--- config.mk ---
export PLATFORM = sky130hd
export DESIGN_NAME = mem_access_ctrl
export DESIGN_NICKNAME = d
export VERILOG_FILES = /design/src/rtl/mem_pkg.sv /design/src/rtl/mem_byteen_gen.sv /design/src/rtl/mem_access_ctrl.sv
export SDC_FILE = /design/constraint.sdc
export NUM_CORES = 1
export LEC_CHECK = 0
export CORE_ASPECT_RATIO = 1.25
export CORE_MARGIN = 3
export CORE_UTILIZATION = 30
export DETAILED_ROUTE_END_ITERATION = 10
export PLACE_DENSITY = 0.62
export SYNTH_ARGS = -nofsm -noshare
export SYNTH_HDL_FRONTEND = slang
export SYNTH_SLANG_ARGS = --single-unit
--- constraint.sdc ---
create_clock -name clk -period 3.4 [get_ports clk]
set_clock_uncertainty 0.2 [all_clocks]
set_input_delay 0.68 -clock clk [delete_from_list [all_inputs] [get_ports clk]]
set_output_delay 0.68 -clock clk [all_outputs]
set_load 0.05 [all_outputs]
--- src/rtl/mem_pkg.sv ---
//==============================================================================
// Module      : mem_pkg
// Description : Shared encodings for the M-stage data-memory access controller.
// Revision    : 1.0 - initial release
//==============================================================================
`default_nettype none

package mem_pkg;

    localparam logic [3:0] c_LD_NONE = 4'd0;
    localparam logic [3:0] c_LD_LW   = 4'd1;
    localparam logic [3:0] c_LD_LH   = 4'd2;
    localparam logic [3:0] c_LD_LHU  = 4'd3;
    localparam logic [3:0] c_LD_LB   = 4'd4;
    localparam logic [3:0] c_LD_LBU  = 4'd5;

    localparam logic [1:0] c_ST_NONE = 2'd0;
    localparam logic [1:0] c_ST_SW   = 2'd1;
    localparam logic [1:0] c_ST_SH   = 2'd2;
    localparam logic [1:0] c_ST_SB   = 2'd3;

    localparam logic [3:0] c_BE_WORD    = 4'b1111;
    localparam logic [3:0] c_BE_HALF_LO = 4'b0011;
    localparam logic [3:0] c_BE_HALF_HI = 4'b1100;
    localparam logic [3:0] c_BE_BYTE0   = 4'b0001;

    typedef enum logic [1:0] {
        S_IDLE = 2'd0,
        S_REQ  = 2'd1,
        S_WAIT = 2'd2,
        S_DONE = 2'd3
    } state_t;

    function automatic logic is_load(input logic [3:0] op);
        return (op >= c_LD_LW) && (op <= c_LD_LBU);
    endfunction

endpackage

`default_nettype wire

--- src/rtl/mem_byteen_gen.sv ---
//==============================================================================
// Module      : mem_byteen_gen
// Description : Byte-enable, store-lane replication and alignment check.
// Revision    : 1.0 - initial release
//==============================================================================
`default_nettype none

module mem_byteen_gen
    import mem_pkg::*;
(
    input  logic [1:0]  addr_lo,
    input  logic [3:0]  loadop,
    input  logic [1:0]  storeop,
    input  logic [31:0] wdata_in,
    output logic [3:0]  byteen,
    output logic [31:0] wdata,
    output logic        aligned
);

    // A store takes precedence over a simultaneously encoded load.
    always_comb begin
        byteen  = c_BE_WORD;
        wdata   = wdata_in;
        aligned = 1'b1;
        if (storeop != c_ST_NONE) begin
            case (storeop)
                c_ST_SH: begin
                    byteen  = addr_lo[1] ? c_BE_HALF_HI : c_BE_HALF_LO;
                    wdata   = {2{wdata_in[15:0]}};
                    aligned = ~addr_lo[0];
                end
                c_ST_SB: begin
                    byteen = c_BE_BYTE0 << addr_lo;
                    wdata  = {4{wdata_in[7:0]}};
                end
                default: aligned = (addr_lo == 2'b00);
            endcase
        end else begin
            case (loadop)
                c_LD_LW:           aligned = (addr_lo == 2'b00);
                c_LD_LH, c_LD_LHU: aligned = ~addr_lo[0];
                default:           aligned = 1'b1;
            endcase
        end
    end

endmodule

`default_nettype wire

--- src/rtl/mem_access_ctrl.sv ---
//==============================================================================
// Module      : mem_access_ctrl
// Description : M-stage load/store to request/grant/response bus bridge with stall.
// Revision    : 1.0 - initial release
//==============================================================================
`default_nettype none

module mem_access_ctrl
    import mem_pkg::*;
#(
    parameter int ADDR_W = 32
) (
    input  logic              clk,
    input  logic              reset,
    input  logic [ADDR_W-1:0] ALUresult_M,
    input  logic [31:0]       WriteData_M,
    input  logic [3:0]        Loadop,
    input  logic [1:0]        Storeop,
    output logic              stall_mem,
    output logic              misalign,
    output logic [31:0]       MemOutput_pre,
    output logic              mem_req,
    output logic              mem_we,
    output logic [ADDR_W-1:0] mem_addr,
    output logic [3:0]        mem_byteen,
    output logic [31:0]       mem_wdata,
    input  logic              mem_gnt,
    input  logic              mem_rvalid,
    input  logic [31:0]       mem_rdata
);

    state_t             r_state;
    state_t             w_state_nxt;
    logic               r_we;
    logic [ADDR_W-1:0]  r_addr;
    logic [3:0]         r_byteen;
    logic [31:0]        r_wdata;
    logic [31:0]        r_rdata;

    logic               w_acc_st;
    logic               w_acc;
    logic               w_aligned;
    logic [3:0]         w_byteen;
    logic [31:0]        w_wdata;
    logic               w_issue;
    logic               w_misalign;
    logic               w_capture;
    logic               w_stall;
    logic               w_req;

    mem_byteen_gen u_byteen_gen (
        .addr_lo  (ALUresult_M[1:0]),
        .loadop   (Loadop),
        .storeop  (Storeop),
        .wdata_in (WriteData_M),
        .byteen   (w_byteen),
        .wdata    (w_wdata),
        .aligned  (w_aligned)
    );

    assign w_acc_st = (Storeop != c_ST_NONE);
    assign w_acc    = w_acc_st | is_load(Loadop);

    always_ff @(posedge clk or negedge reset) begin
        if (!reset) begin
            r_state <= S_IDLE;
        end else begin
            r_state <= w_state_nxt;
        end
    end

    always_comb begin
        w_state_nxt = r_state;
        w_issue     = 1'b0;
        w_misalign  = 1'b0;
        w_capture   = 1'b0;
        w_stall     = 1'b0;
        w_req       = 1'b0;
        case (r_state)
            S_IDLE: begin
                if (w_acc) begin
                    if (w_aligned) begin
                        w_issue     = 1'b1;
                        w_stall     = 1'b1;
                        w_state_nxt = S_REQ;
                    end else begin
                        w_misalign = 1'b1;
                    end
                end
            end
            S_REQ: begin
                w_req   = 1'b1;
                w_stall = 1'b1;
                if (mem_gnt) begin
                    if (r_we) begin
                        w_state_nxt = S_DONE;
                    end else if (mem_rvalid) begin
                        w_capture   = 1'b1;
                        w_state_nxt = S_DONE;
                    end else begin
                        w_state_nxt = S_WAIT;
                    end
                end
            end
            S_WAIT: begin
                w_stall = 1'b1;
                if (mem_rvalid) begin
                    w_capture   = 1'b1;
                    w_state_nxt = S_DONE;
                end
            end
            default: w_state_nxt = S_IDLE;
        endcase
    end

    // Bus fields are latched once at issue so they stay stable until grant.
    always_ff @(posedge clk or negedge reset) begin
        if (!reset) begin
            r_we     <= 1'b0;
            r_addr   <= '0;
            r_byteen <= '0;
            r_wdata  <= '0;
            r_rdata  <= '0;
        end else begin
            if (w_issue) begin
                r_we     <= w_acc_st;
                r_addr   <= {ALUresult_M[ADDR_W-1:2], 2'b00};
                r_byteen <= w_byteen;
                r_wdata  <= w_wdata;
            end
            if (w_misalign) begin
                r_rdata <= '0;
            end else if (w_capture) begin
                r_rdata <= mem_rdata;
            end
        end
    end

    assign stall_mem     = w_stall;
    assign misalign      = w_misalign;
    assign mem_req       = w_req;
    assign mem_we        = r_we;
    assign mem_addr      = r_addr;
    assign mem_byteen    = r_byteen;
    assign mem_wdata     = r_wdata;
    assign MemOutput_pre = r_rdata;

endmodule

`default_nettype wire

==> impl_metrics.toml, run 1 <==
[status]
status = "complete, no violations"

[placement]
placed_cells = 789
dpl_cell_area_um2 = 6940
gp_congestion = 0.765
port_buffers = 207
dp.final_hpwl_um = 9550

[grt]
grt_pass1_vias = 3891
grt_max_degree = 83
antenna_found_initial = 0
grtUsageTotal_pct = 15.1
grt_pass1_wl_um = 20900
grt-ovfl-total = 0

[floorplan]
die_area_um2 = 17100
core_um2 = 15100
rows = 50
die_y_um = 145
die_w_um = 117
io_pins = 210
start_util_pct = 30.9

[route]
routed_wl_um = 12800
drt.antenna.violating_nets = 0
vias = 3663
wl_per_cell_um = 15.9
drtIter0Drc = 134
first_pass_iters = 4
drc = 0
viasPerCell = 4.56

[yosys]
syn_area_um2 = 4650
ys_ff_latch = 101
synthArstFlopShare_pct = 100
synth_flop_cell = "dfrtp_1"
syn_inst = 387
synth_edf_count = 0
ys_warn_count = 0
ys_types = 40
syn_avg_cell_area_um2 = 12.0
yosysSeqAreaShare_pct = 54.3

[clock_tree]
cts_hold_buffers = 0
cts_tree = "done"
cts_max_level = 3
clock_path_buffers = 2
cts_root_buf = "clkbuf_16"
cts.repair.resized = 0
cts_num_sinks = 101
clk_latency_ns = 0.35
numCtsBuffers = 9
clkTransAtPathRegs_ns = 0.07
post_cts_buffers = 0

[timing]
rsz0062_at_grt = "no"
setup_violations = 0
min_period_ns = 3.24
slew_viol_final = 0
setup_tns_ns = 0
fin_crit_sh_pct = 95.3
relSlewSlack_pct = 30.9
fmaxAchievable_mhz = 309
hold_viol = 0
tightest_slew_ns = 1.04

[run]
cap_violations = 0

[layout]
final_nets = 702
final_cells = 804
area_delta_synth_final_pct = 54.8
drive_above_1_share_pct = 19.5
n_antenna_cell = 0
utilization_pct = 47.8
fin_area_um2 = 7210

[power_and_ir_drop]
power.leakage_uw = 0.00305
power_density_nw_per_um2 = 1070
ir_drop_mv = 0.474

[worst_hold_path]
min_path_type = "input pin to async pin"

[setup_path]
critical_path.startpoint_type = "input pin"
path_class = "input pin to primary output"
crit_family = "buffers and inverters"
cp.buffers_inverters = 2
arrival_ns = 2.36
cp_max_fo = 5
required_ns = 2.52
critPathMaxStageDelay_ns = 0.49
crit_path_top_delay_cell = "clkdlybuf4s50_1"
end_kind = "primary output"
crit_chain = "clkdlybuf4s50_1 > or3_1 > a21boi_0 > a211oi_4 > buf_12"
-- stage by stage --
step | total power (µW) | hold WS (ns) | worst slack (ns)
global placement | 6770 | 0.290 | 0.187
CTS | 7810 | 0.307 | 0.137
finish | 7710 | 0.303 | 0.159
global route | 8090 | 0.318 | 0.0399
floorplan | 5220 | 0.184 | 0.214
detailed placement | 6820 | 0.292 | 0.144
-- path summary, 6_finish.rpt --
check / startpoint / end / slack (ns) / depth (start not counted)
worst max-delay path: Loadop[1] / misalign / 0.16 / 5
worst min-delay path: reset / mem_wdata[17] / 0.30 / 1
worst max register to register: r_state[0] / r_state[0] / 1.36 / 6
worst min register to register: mem_addr[31] / mem_addr[31] / 0.30 / 1
max in group asynchronous: reset / mem_addr[23] / 1.87 / 2
min in group clk: mem_addr[31] / mem_addr[31] / 0.30 / 1
-- placed cells by master (no fill, tap or decap), drive strengths merged, types with 2 or more instances in the layout --
cell	instances
mux2i	9
nand2	69
mux2	82
o21ai	5
nor2	13
inv	6
clkdlybuf4s50	204
clkinvlp	4
conb	2
buf	13
nor3	2
ha	4
nand3	2
nor2b	4
nor4	2
a21oi	43
dfrtp	101
nand4	3
clkbuf	10
-- kinds of logic (layout without fill, tap and decap cells) --
family / after synthesis / after routing / synth area share [%]
muxes: 91 / 91 / 23.4
adders and majority gates: 4 / 4 / 1.08
buffers and inverters: 30 / 238 / 4.01
DFF: 101 / 101 / 54.3
AOI/OAI and AO/OA: 61 / 61 / 7.85
and+or+nand+nor: 99 / 99 / 9.30
other: 1 / 2 / 0.0806
-- synth_stat cells, types with 2 or more instances --
| library cell | n | area share (%) |
|---|---|---|
| a21oi_1 | 43 | 4.6 |
| buf_12 | 2 | 0.86 |
| buf_2 | 6 | 0.65 |
| buf_4 | 6 | 0.97 |
| clkbuf_1 | 9 | 0.73 |
| dfrtp_1 | 101 | 54 |
| ha_1 | 4 | 1.1 |
| inv_1 | 6 | 0.48 |
| mux2_2 | 62 | 15 |
| mux2_4 | 20 | 6.5 |
| mux2i_1 | 9 | 1.9 |
| nand2_1 | 69 | 5.6 |
| nand3_1 | 2 | 0.22 |
| nand4_1 | 2 | 0.27 |
| nor2_1 | 13 | 1.0 |
| nor2b_1 | 4 | 0.54 |
| nor3_1 | 2 | 0.22 |
| o21ai_0 | 5 | 0.54 |
-- routing by layer --
layer | GRT usage (%) | wire length, µm | share of wire [%]
met5 | 0 | 0 | 0
met4 | 5.58 | 229 | 1.8
met3 | 4.60 | 960 | 7.5
met2 | 25.8 | 6370 | 50
met1 | 17.8 | 5210 | 41
-- power by group --
part,total [µW],internal (µW),switching [µW],leakage [µW]
sequential,2060,1760,295,0.00123
combinational,4700,1790,2910,0.00171
clock,942,494,448,0.000117
-- flip-flops by register name, indices dropped and copies added, names as in the netlist --
register / cells
mem_byteen: 4
r_state: 2
MemOutput_pre: 32
mem_we: 1
mem_wdata: 32
mem_addr: 30
-- area by class of cell --
class | instances | area (µm²)
fillers | 1428 | 7870
flip-flops and latches | 101 | 2530
repair buffers | 217 | 2180
multi-input cells | 257 | 1950
well taps | 208 | 260
clock buffers | 10 | 229
clock inverters | 5 | 38.8
inverters | 6 | 22.5
(Power assumes the default switching activity.)
==> run 2, diff against run 1 <==
--- a/config.mk
+++ b/config.mk
@@ -10,6 +10,7 @@
 export CORE_UTILIZATION = 30
 export DETAILED_ROUTE_END_ITERATION = 10
 export PLACE_DENSITY = 0.62
+export SLEW_MARGIN = 30
 export SYNTH_ARGS = -nofsm -noshare
 export SYNTH_HDL_FRONTEND = slang
 export SYNTH_SLANG_ARGS = --single-unit
==> impl_metrics.toml, run 2 (synthesized netlist as in run 1, its figures left out) <==
[power_and_ir_drop]
power.total_uw = 7790
power_density_nw_per_um2 = 1080
ir_drop_mv = 0.488
power.leakage_uw = 0.00307

[grt]
grtUsageTotal_pct = 15.1
grt_pass1_vias = 3881
grt_pass1_wl_um = 20900
grt-ovfl-total = 0
antenna_found_initial = 0
grt_max_degree = 83

[placement]
port_buffers = 207
dp.final_hpwl_um = 9530
gp_congestion = 0.765

[setup_path]
reg2reg_depth = 6
arrival_ns = 2.41
cp_max_fo = 6
end_kind = "primary output"
critPathLaunch = "ALUresult_M[0]"
r2r_setup_slack_ns = 1.37
rr_endpoint = "r_state[0]"
path_class = "input pin to primary output"
critical_path.startpoint_type = "input pin"
r2r-start = "r_state[0]"
required_ns = 2.52

[clock_tree]
cts.repair.resized = 0
post_cts_buffers = 0
clock_path_buffers = 2
cts_num_sinks = 101
cts_tree = "done"
cts_root_buf = "clkbuf_16"
clk_latency_ns = 0.34
numCtsBuffers = 9
cts_max_level = 3
clkTransAtPathRegs_ns = 0.07
cts_hold_buffers = 0

[run]
cap_violations = 0

[floorplan]
die_y_um = 145
core_um2 = 15100
rows = 50
die_w_um = 117
die_area_um2 = 17100
io_pins = 210
start_util_pct = 30.9

[layout]
n_antenna_cell = 0
final_common_cell = "clkdlybuf4s50_1"
area_delta_synth_final_pct = 55.5
final_nets = 702
layout_common_cells = "clkdlybuf4s50_1 (204), dfrtp_1 (101), nand2_1 (69)"
nFillCells = 1405
drive_above_1_share_pct = 19.4

[timing]
tightest_slew_ns = 0.749
min_period_ns = 3.29
setup_violations = 0
fin_crit_sh_pct = 96.7
rsz0062_at_grt = "no"
slew_viol_final = 0
hold_viol = 0
fmaxAchievable_mhz = 304
relSlewSlack_pct = 50.1
setup_tns_ns = 0

[route]
drt.antenna.violating_nets = 0
drtIter0Drc = 139
routed_wl_um = 12800
viasPerCell = 4.53
first_pass_iters = 5
drc = 0
wl_per_cell_um = 15.9
vias = 3648

[status]
status = "complete, no violations"

[worst_hold_path]
min_path_type = "input pin to async pin"
==> run 2: cell count changes in the layout (fill, tap and decap cells not counted) <==
cell,delta
bufinv_16,+1
clkbuf_1,+1
buf_4,-1
clkinvlp_4,-1
buf_6,+1
==> run 2: cell type report <==
type                    count  area [µm²]  share of cell area [%]
flip-flops and latches    101        2530                    34.9
repair buffers            217        2180                    30.1
multi-input cells         257        1950                    27.0
well taps                 208         260                    3.60
clock buffers              11         233                    3.22
clock inverters             5        61.3                   0.847
inverters                   6        22.5                   0.311
==> run 2: report_power, final <==
group          switching [µW]  internal (µW)  leakage [µW]
logic                    2910           1800       0.00171
registers                 296           1760       0.00123
clock network             450            573      0.000132
==> run 2: worst max path at each step <==
stage | to
finish | stall_mem
CTS | stall_mem
global placement | stall_mem
floorplan | stall_mem
detailed placement | stall_mem
global route | stall_mem
==> run 2: layer usage <==
metal	part of all wire [%]	up-vias	global-route usage, %
met3	7.8	17	4.87
met5	0	-	0
li1	-	1742	-
met1	40	1753	17.7
met2	50	136	25.6
met4	2.0	0	5.99
==> run 2: through the flow <==
stage	hold slack (ns)	util [%]	worst slack [ns]	instance area [µm²]	instances
2_1_floorplan	0.184	-	0.214	4660	388
3_3_place_gp	0.290	46.0	0.187	6940	789
3_5_place_dp	0.292	46.0	0.133	6940	789
4_1_cts	0.202	48.0	0.120	7240	805
5_1_grt	0.228	48.0	0.00382	7240	805
6_report	0.168	48.0	0.114	7240	805
==> run 2: critical path, cell delays in order <==
cell,delay (ns)
clkdlybuf4s50_1,0.54
nor2_1,0.19
o22a_1,0.32
nand4_4,0.16
a21oi_1,0.32
buf_12,0.18
==> run 3, diff against run 2 <==
--- a/config.mk
+++ b/config.mk
@@ -9,6 +9,7 @@
 export CORE_MARGIN = 3
 export CORE_UTILIZATION = 30
 export DETAILED_ROUTE_END_ITERATION = 10
+export MAX_ROUTING_LAYER = met4
 export PLACE_DENSITY = 0.62
 export SLEW_MARGIN = 30
 export SYNTH_ARGS = -nofsm -noshare
==> impl_metrics.toml, run 3 (synthesized netlist as in run 1, its figures left out) <==
[timing]
relSlewSlack_pct = 50.1
hold_viol = 0
tightest_slew_ns = 0.749
min_period_ns = 3.29
rsz0062_at_grt = "no"
slew_viol_final = 0
fin_crit_sh_pct = 96.7
layout_setup_ws_ns = 0.113
fmaxAchievable_mhz = 304
setup_violations = 0
setup_tns_ns = 0

[placement]
port_buffers = 207
placed_cells = 789
post-place-ws_ns = 0.133
gp_congestion = 0.776
dp.final_hpwl_um = 9530

[run]
cap_violations = 0

[clock_tree]
clkTransAtPathRegs_ns = 0.07
cts_root_buf = "clkbuf_16"
cts_max_level = 3
cts_num_sinks = 101
clk_latency_ns = 0.34
cts_hold_buffers = 0
clock_path_buffers = 2
cts_tree = "done"
post_cts_buffers = 0
numCtsBuffers = 9
cts.repair.resized = 0

[setup_path]
required_ns = 2.52
critical_path.startpoint_type = "input pin"
path_class = "input pin to primary output"
end_kind = "primary output"
arrival_ns = 2.41
cp_max_fo = 6

[power_and_ir_drop]
power.leakage_uw = 0.00307
ir_drop_mv = 0.487
power_density_nw_per_um2 = 1080

[floorplan]
start_util_pct = 30.9
die_w_um = 117
core_um2 = 15100
die_area_um2 = 17100
die_y_um = 145
io_pins = 210
rows = 50

[layout]
nFillCells = 1405
final_cells = 805
n_antenna_cell = 0
regArea_um2 = 2530
final_common_cell = "clkdlybuf4s50_1"
area_delta_synth_final_pct = 55.5
final_nets = 702
drive_above_1_share_pct = 19.4
multi_input_area_um2 = 1950
layout_common_cells = "clkdlybuf4s50_1 (204), dfrtp_1 (101), nand2_1 (69)"

[route]
drt.antenna.violating_nets = 0
vias = 3648
drtIter0Drc = 150
routed_wl_um = 12800
viasPerCell = 4.53
wl_per_cell_um = 15.9
drc = 0
first_pass_iters = 5

[grt]
grt_pass1_vias = 3893
grtUsageTotal_pct = 15.6
grt-ovfl-total = 0
antenna_found_initial = 0
grt_pass1_wl_um = 20900
grt_max_degree = 83

[worst_hold_path]
min_path_type = "input pin to async pin"

[status]
status = "complete, no violations"
run 3: metal layers:
metal | GRT usage (%) | part of all wire, % | up-vias | routed length [µm]
met5 | - | 0 | - | 0
met4 | 5.99 | 2.0 | 0 | 250
met3 | 3.66 | 6.2 | 17 | 797
met2 | 25.7 | 50 | 134 | 6430
met1 | 18.5 | 42 | 1758 | 5340
li1 | - | - | 1739 | -
run 3: path summary, 6_finish.rpt:
| kind | from | end | slack [ns] | cells past startpoint |
|---|---|---|---|---|
| worst max-delay path | ALUresult_M[0] | stall_mem | 0.11 | 6 |
| worst max register to register | r_state[0] | r_state[0] | 1.37 | 6 |
| worst min register to register | mem_addr[31] | mem_addr[31] | 0.30 | 1 |
| max in group asynchronous | reset | MemOutput_pre[9] | 2.10 | 2 |
| worst min-delay path | reset | mem_wdata[17] | 0.17 | 1 |
| min in group clk | mem_addr[31] | mem_addr[31] | 0.30 | 1 |
run 3: critical path, stage by stage:
cell and delay [ns]:
clkdlybuf4s50_1 0.54, nor2_1 0.19, o22a_1 0.32, nand4_4 0.16, a21oi_1 0.32, buf_12 0.18
run 3: power breakdown:
part | internal (µW) | switching [µW]
clock network | 573 | 451
logic | 1800 | 2910
registers | 1760 | 296
total | 4130 | 3660
run 3: final cells by class:
cell class	instances	share of cell area, %
Sequential cell	101	34.9
Inverter	6	0.311
Clock buffer	11	3.22
Clock inverter	5	0.847
Tap cell	208	3.60
Timing Repair Buffer	217	30.1
Multi-Input combinational cell	257	27.0
run 3: per-stage QoR:
step	hold WS (ns)	cell area [µm²]	util (%)	total power, µW
3_5_place_dp	0.292	6940	46.0	6820
6_report	0.169	7240	48.0	7790
5_1_grt	0.226	7240	48.0	8160
3_3_place_gp	0.290	6940	46.0	6770
4_1_cts	0.202	7240	48.0	7890
2_1_floorplan	0.184	4660	-	5220
==> variant 1, RTL diff (config.mk and constraints of run 3) <==
Set the parameter `ADDR_W` to 16 (it was 32).
--- a/src/rtl/mem_access_ctrl.sv
+++ b/src/rtl/mem_access_ctrl.sv
@@ -8,7 +8,7 @@
 module mem_access_ctrl
     import mem_pkg::*;
 #(
-    parameter int ADDR_W = 32
+    parameter int ADDR_W = 16
 ) (
     input  logic              clk,
     input  logic              reset,
Interface: changed (resized ALUresult_M and mem_addr); port bits go from 210 to 178. The function was not compared with the original's and may differ.
==> variant 1 against run 3 <==
  * Synthesized area decreased by 14%
  * Count of clock-buffer cells in the layout increased by 2
  * Worst setup slack improved by 0.067 ns
  * Routed wire length shrank 11%
  * Design area is 14% lower
  * Clock power hardly changed
  * Power down 15%
  * Sequential cell count shrank 16
  * Critical path type unchanged
==> variant 1: results (changes against run 3) <==
largest cells by area after synthesis=dfrtp_1, mux2_2, nand2_1, a21oi_1, mux2i_1; top cells by count, synth=dfrtp_1, nand2_1, mux2_2; flop2flop setup slack=1.33 ns (-0.04 ns); met1 WL=4430 µm (-17%); synth unique cells=39 (-2.5%); pre-CTS WS=0.0902 ns (-0.0431 ns); crit path DAT=2.34 ns (-0.07 ns); Crit Path Max Fanout=7 (+1); post-synthesis sequential area ratio=53.4% (-0.86 points); vias in the first global route=3391 (-13%); Compound-Gate Fraction of Synth Area=9.18% (+1.3 points); global router's overall resource usage=16.3% (+0.70 points); largest net degree at the start of global routing=52 (-37%); global-route wire length before repair=17800 µm (-15%); mux contribution to synthesized area=20.9% (-2.5 points); layout cells sized above 1=18.4% (-1.0 points); worst vdd ir=0.502 mV (+3.1%); r2r startpoint=r_state[0]$_DFFE_PN0P_; Tightest Pin Transition=0.589 ns (-0.160 ns); routed wire length on met3=717 µm (-10%); final WL=11400 µm (-11%); nets=622 (-11%); WL met2=6100 µm (-5.0%); routability cong.=0.737 (-4.9%); Vias per Instance=4.64 (+2.4%); status=completed; port bufs=175 (-15%); P_leak=0.00262 µW (-15%)
-- variant 1: cell count changes in the layout (fill, tap and decap cells not counted), moves of 2 or more --
cell | run 3 | this run
mux2_4 | 20 | 0
clkbuf_8 | 0 | 3
clkdlybuf4s50_1 | 204 | 171
mux2_1 | 0 | 3
dfrtp_1 | 101 | 85
clkinvlp_4 | 3 | 1
-- variant 1: area by class of cell --
type	count	area, µm²
clock inverter	3	42.5
inverter	6	22.5
multi-input combinational	241	1710
tap	168	210
timing repair buffer	185	1860
clock buffer	13	270
fill	1185	6600
sequential	85	2130
-- variant 1: what timing repair did --
action | CTS | global route
resized for setup | 0 | 1
buffers inserted | 0 | 0
setup endpoints to repair | 0 | 1
-- variant 1: cells by family (layout without fill, tap and decap cells) --
kind of cell,count (synthesis),after routing
and+or+nand+nor,99,99
other,1,2
AOI/OAI and AO/OA,61,61
buffers and inverters,28,207
DFF,85,85
adders and majority gates,4,4
muxes,75,75
-- variant 1: critical path, stage by stage --
cell	delay (ns)
clkdlybuf4s50_1	0.55
nor4_4	0.36
o221ai_2	0.23
a211oi_4	0.33
buf_12	0.18
-- variant 1: how the worst max path moves through the flow --
stage | startpoint | end | slack (ns) | depth (start not counted)
finish | Storeop[0] | misalign | 0.18 | 5
floorplan | Storeop[1] | stall_mem | 0.17 | 6
CTS | Storeop[1] | stall_mem | 0.08 | 6
global placement | Storeop[1] | stall_mem | 0.12 | 6
detailed placement | Storeop[1] | stall_mem | 0.09 | 6
global route | Storeop[0] | misalign | 0.11 | 5
-- variant 1: stage by stage --
step | instances | instance area [µm²] | power (µW)
detailed placement | 685 | 5920 | 5650
finish | 701 | 6240 | 6610
global route | 701 | 6240 | 6960
floorplan | 354 | 3980 | 4280
global placement | 685 | 5920 | 5590
CTS | 701 | 6230 | 6700
-- variant 1: layer usage --
| layer | global-route usage [%] | up-vias |
|---|---|---|
| met2 | 27.6 | 99 |
| met4 | 4.91 | 0 |
| li1 | - | 1571 |
| met3 | 4.59 | 16 |
| met1 | 18.5 | 1567 |
| met5 | - | - |
-- variant 1: power by group --
group	switching, µW	leakage [µW]	internal (µW)
clock	389	0.000152	629
sequential	240	0.00104	1480
combinational	2450	0.00143	1430
==> variant 2, RTL diff (config.mk and constraints of run 3) <==
Made on the original files. Re-encode `state_t` (4 states) as one-hot, 4 bits wide.
--- a/src/rtl/mem_pkg.sv
+++ b/src/rtl/mem_pkg.sv
@@ -24,11 +24,11 @@
     localparam logic [3:0] c_BE_HALF_HI = 4'b1100;
     localparam logic [3:0] c_BE_BYTE0   = 4'b0001;
 
-    typedef enum logic [1:0] {
-        S_IDLE = 2'd0,
-        S_REQ  = 2'd1,
-        S_WAIT = 2'd2,
-        S_DONE = 2'd3
+    typedef enum logic [3:0] {
+        S_IDLE = 4'b0001,
+        S_REQ  = 4'b0010,
+        S_WAIT = 4'b0100,
+        S_DONE = 4'b1000
     } state_t;
 
     function automatic logic is_load(input logic [3:0] op);
Check against the original RTL: same outputs for any inputs over 10 cycles, from zero or initial values and one cycle with reset low; not proved beyond that.
==> variant 2 against run 3 <==
  * Sequential power shrank 7%
  * Cell count shrank 5.6%
  * Sequential cell count grew 2
  * Power shrank 16%
  * Largest power group unchanged
  * Critical path depth grew 1
  * Non-clock buffer count shrank 1
  * Largest cell class unchanged
  * Design area shrank 1.7%
  * Synthesized area shrank 2.4%
  * Routed wire length shrank 0.34%
  * Worst setup slack lost 0.025 ns
==> variant 2: results (changes against run 3) <==
Layout Cells excl Fill=760 (-5.6%); synth unique cells=36 (-10%); worst vdd ir=0.540 mV (+11%); Final Max Slew Viols=0 (unchanged); Post-DP Area=6820 µm² (-1.8%); Fillers=1373 (-2.3%); root buffer cell=clkbuf_16; largest net degree at the start of global routing=68 (-18%); DRC violations left=0 (unchanged); share of flip-flops with an asynchronous set or reset=100% (unchanged); layout cells sized above 1=19.2% (-0.19 points); largest cells by area after synthesis=dfrtp_1, mux2_2, nand2_1, mux2_4, a21oi_1; first-pass detailed-route iteration total=4 (-1); HPWL Detailed=9420 µm (-1.2%); post-synthesis sequential area ratio=56.8% (+2.5 points); Placed Cells=745 (-5.6%); clock latency on the worst-skew pair=0.34 ns (about the same); final antenna diode count=0 (unchanged); via count=3626 (-0.60%); Synth Instances=374 (-3.4%); global-route wire length before repair=20200 µm (-3.1%); Starting DRT DRC Count=175 (+17%); relative slew slack=45.5% (-4.6 points); Num CTS Buffers=9 (unchanged); PostCTS Resize Cnt=0 (unchanged); vias in the first global route=3862 (-0.80%); Crit Path Max Fanout=5 (-1); P_leak=0.00293 µW (-4.6%); clock-pin slew on the worst setup and hold paths=0.07 ns (about the same); routability cong.=0.799 (+3.0%); wire per inst=16.8 µm (+5.6%); H-Tree Depth=3 (unchanged); crit path DAT=2.43 ns (+0.02 ns); flop2flop setup slack=1.07 ns (-0.30 ns); HP Class=in -> async; Net Sw Frac=44.2% (-2.7 points); top cells by count, synth=dfrtp_1, nand2_1, mux2_2; global router's overall resource usage=16.1% (+0.50 points); CTS Buffer Depth=2 (unchanged); port bufs=207 (unchanged); nets=684 (-2.6%); initial antenna violation count=0 (unchanged); yosys warns=0 (unchanged); status=completed
==> variant 2: changes by cell type after synthesis, moves of 3 or more <==
cell,before,now
buf_4,6,2
buf_2,6,11
mux2_4,20,15
ha_1,4,0
clkbuf_1,9,6
buf_6,0,4
inv_1,6,1
==> variant 2: layout make-up <==
type | count | area (µm²) | share of cell area, %
flip-flops and latches | 103 | 2580 | 36.3
repair buffers | 216 | 2180 | 30.7
multi-input cells | 247 | 1830 | 25.7
clock buffers | 10 | 239 | 3.36
well taps | 178 | 223 | 3.13
clock inverters | 5 | 57.6 | 0.809
inverters | 1 | 3.75 | 0.0528
==> variant 2: per-layer routing <==
metal | vias up | track usage [%] | routed length (µm) | part of all wire [%]
li1 | 1694 | - | - | -
met1 | 1766 | 18.3 | 5050 | 40
met2 | 149 | 27.0 | 6520 | 51
met3 | 17 | 4.00 | 916 | 7.2
met4 | 0 | 6.41 | 280 | 2.2
met5 | - | - | 0 | 0
==> variant 2: final timing paths <==
check	from	end	cells after the start
min in group clk	mem_wdata[29]$_DFFE_PN0P_	mem_wdata[29]$_DFFE_PN0P_	1
hold / removal	reset	mem_addr[28]$_DFFE_PN0P_	1
max in group asynchronous	reset	mem_addr[23]$_DFFE_PN0P_	2
setup / recovery	ALUresult_M[1]	stall_mem	7
hold reg to reg	mem_wdata[29]$_DFFE_PN0P_	mem_wdata[29]$_DFFE_PN0P_	1
setup reg to reg	r_state[0]$_DFFE_PN1P_	mem_addr[14]$_DFFE_PN0P_	5
==> variant 2: cell families (layout without fill, tap and decap cells) <==
logic type,after synthesis,after routing,synth area share (%)
AOI/OAI and AO/OA,62,62,8.23
other,1,2,0.0825
DFF,103,103,56.8
buffers and inverters,25,232,3.19
and+or+nand+nor,97,97,9.39
muxes,86,86,22.3
==> variant 2: critical path, cell delays in order <==
cell and delay [ns]:
clkdlybuf4s50_1 0.54, nor2b_1 0.16, o221ai_1 0.21, a21oi_4 0.21, nor2_4 0.07, or3_1 0.40, buf_12 0.17
==> variant 2: power groups by stage <==
stage | clock (µW) | sequential (µW) | combinational, µW
4_1_cts | 1090 | 1920 | 3670
3_5_place_dp | 0 | 1930 | 3660
3_3_place_gp | 0 | 1910 | 3630
6_report | 1040 | 1910 | 3630
5_1_grt | 1140 | 1970 | 3780
2_1_floorplan | 0 | 3370 | 931
==> variant 2: repair_timing <==
action / in CTS / in global routing
endpoints found under the hold margin: 0 / 0
endpoints found under the setup margin: 0 / 1
setup buffers: 0 / 0
==> variant 2: through the flow <==
step | hold WS, ns | util [%] | worst slack, ns
finish | 0.221 | 48.7 | 0.0879
detailed placement | 0.295 | 46.7 | 0.0587
global placement | 0.289 | 46.7 | 0.0941
floorplan | 0.184 | - | 0.437
global route | 0.265 | 48.7 | 0.0105
CTS | 0.249 | 48.7 | 0.0516
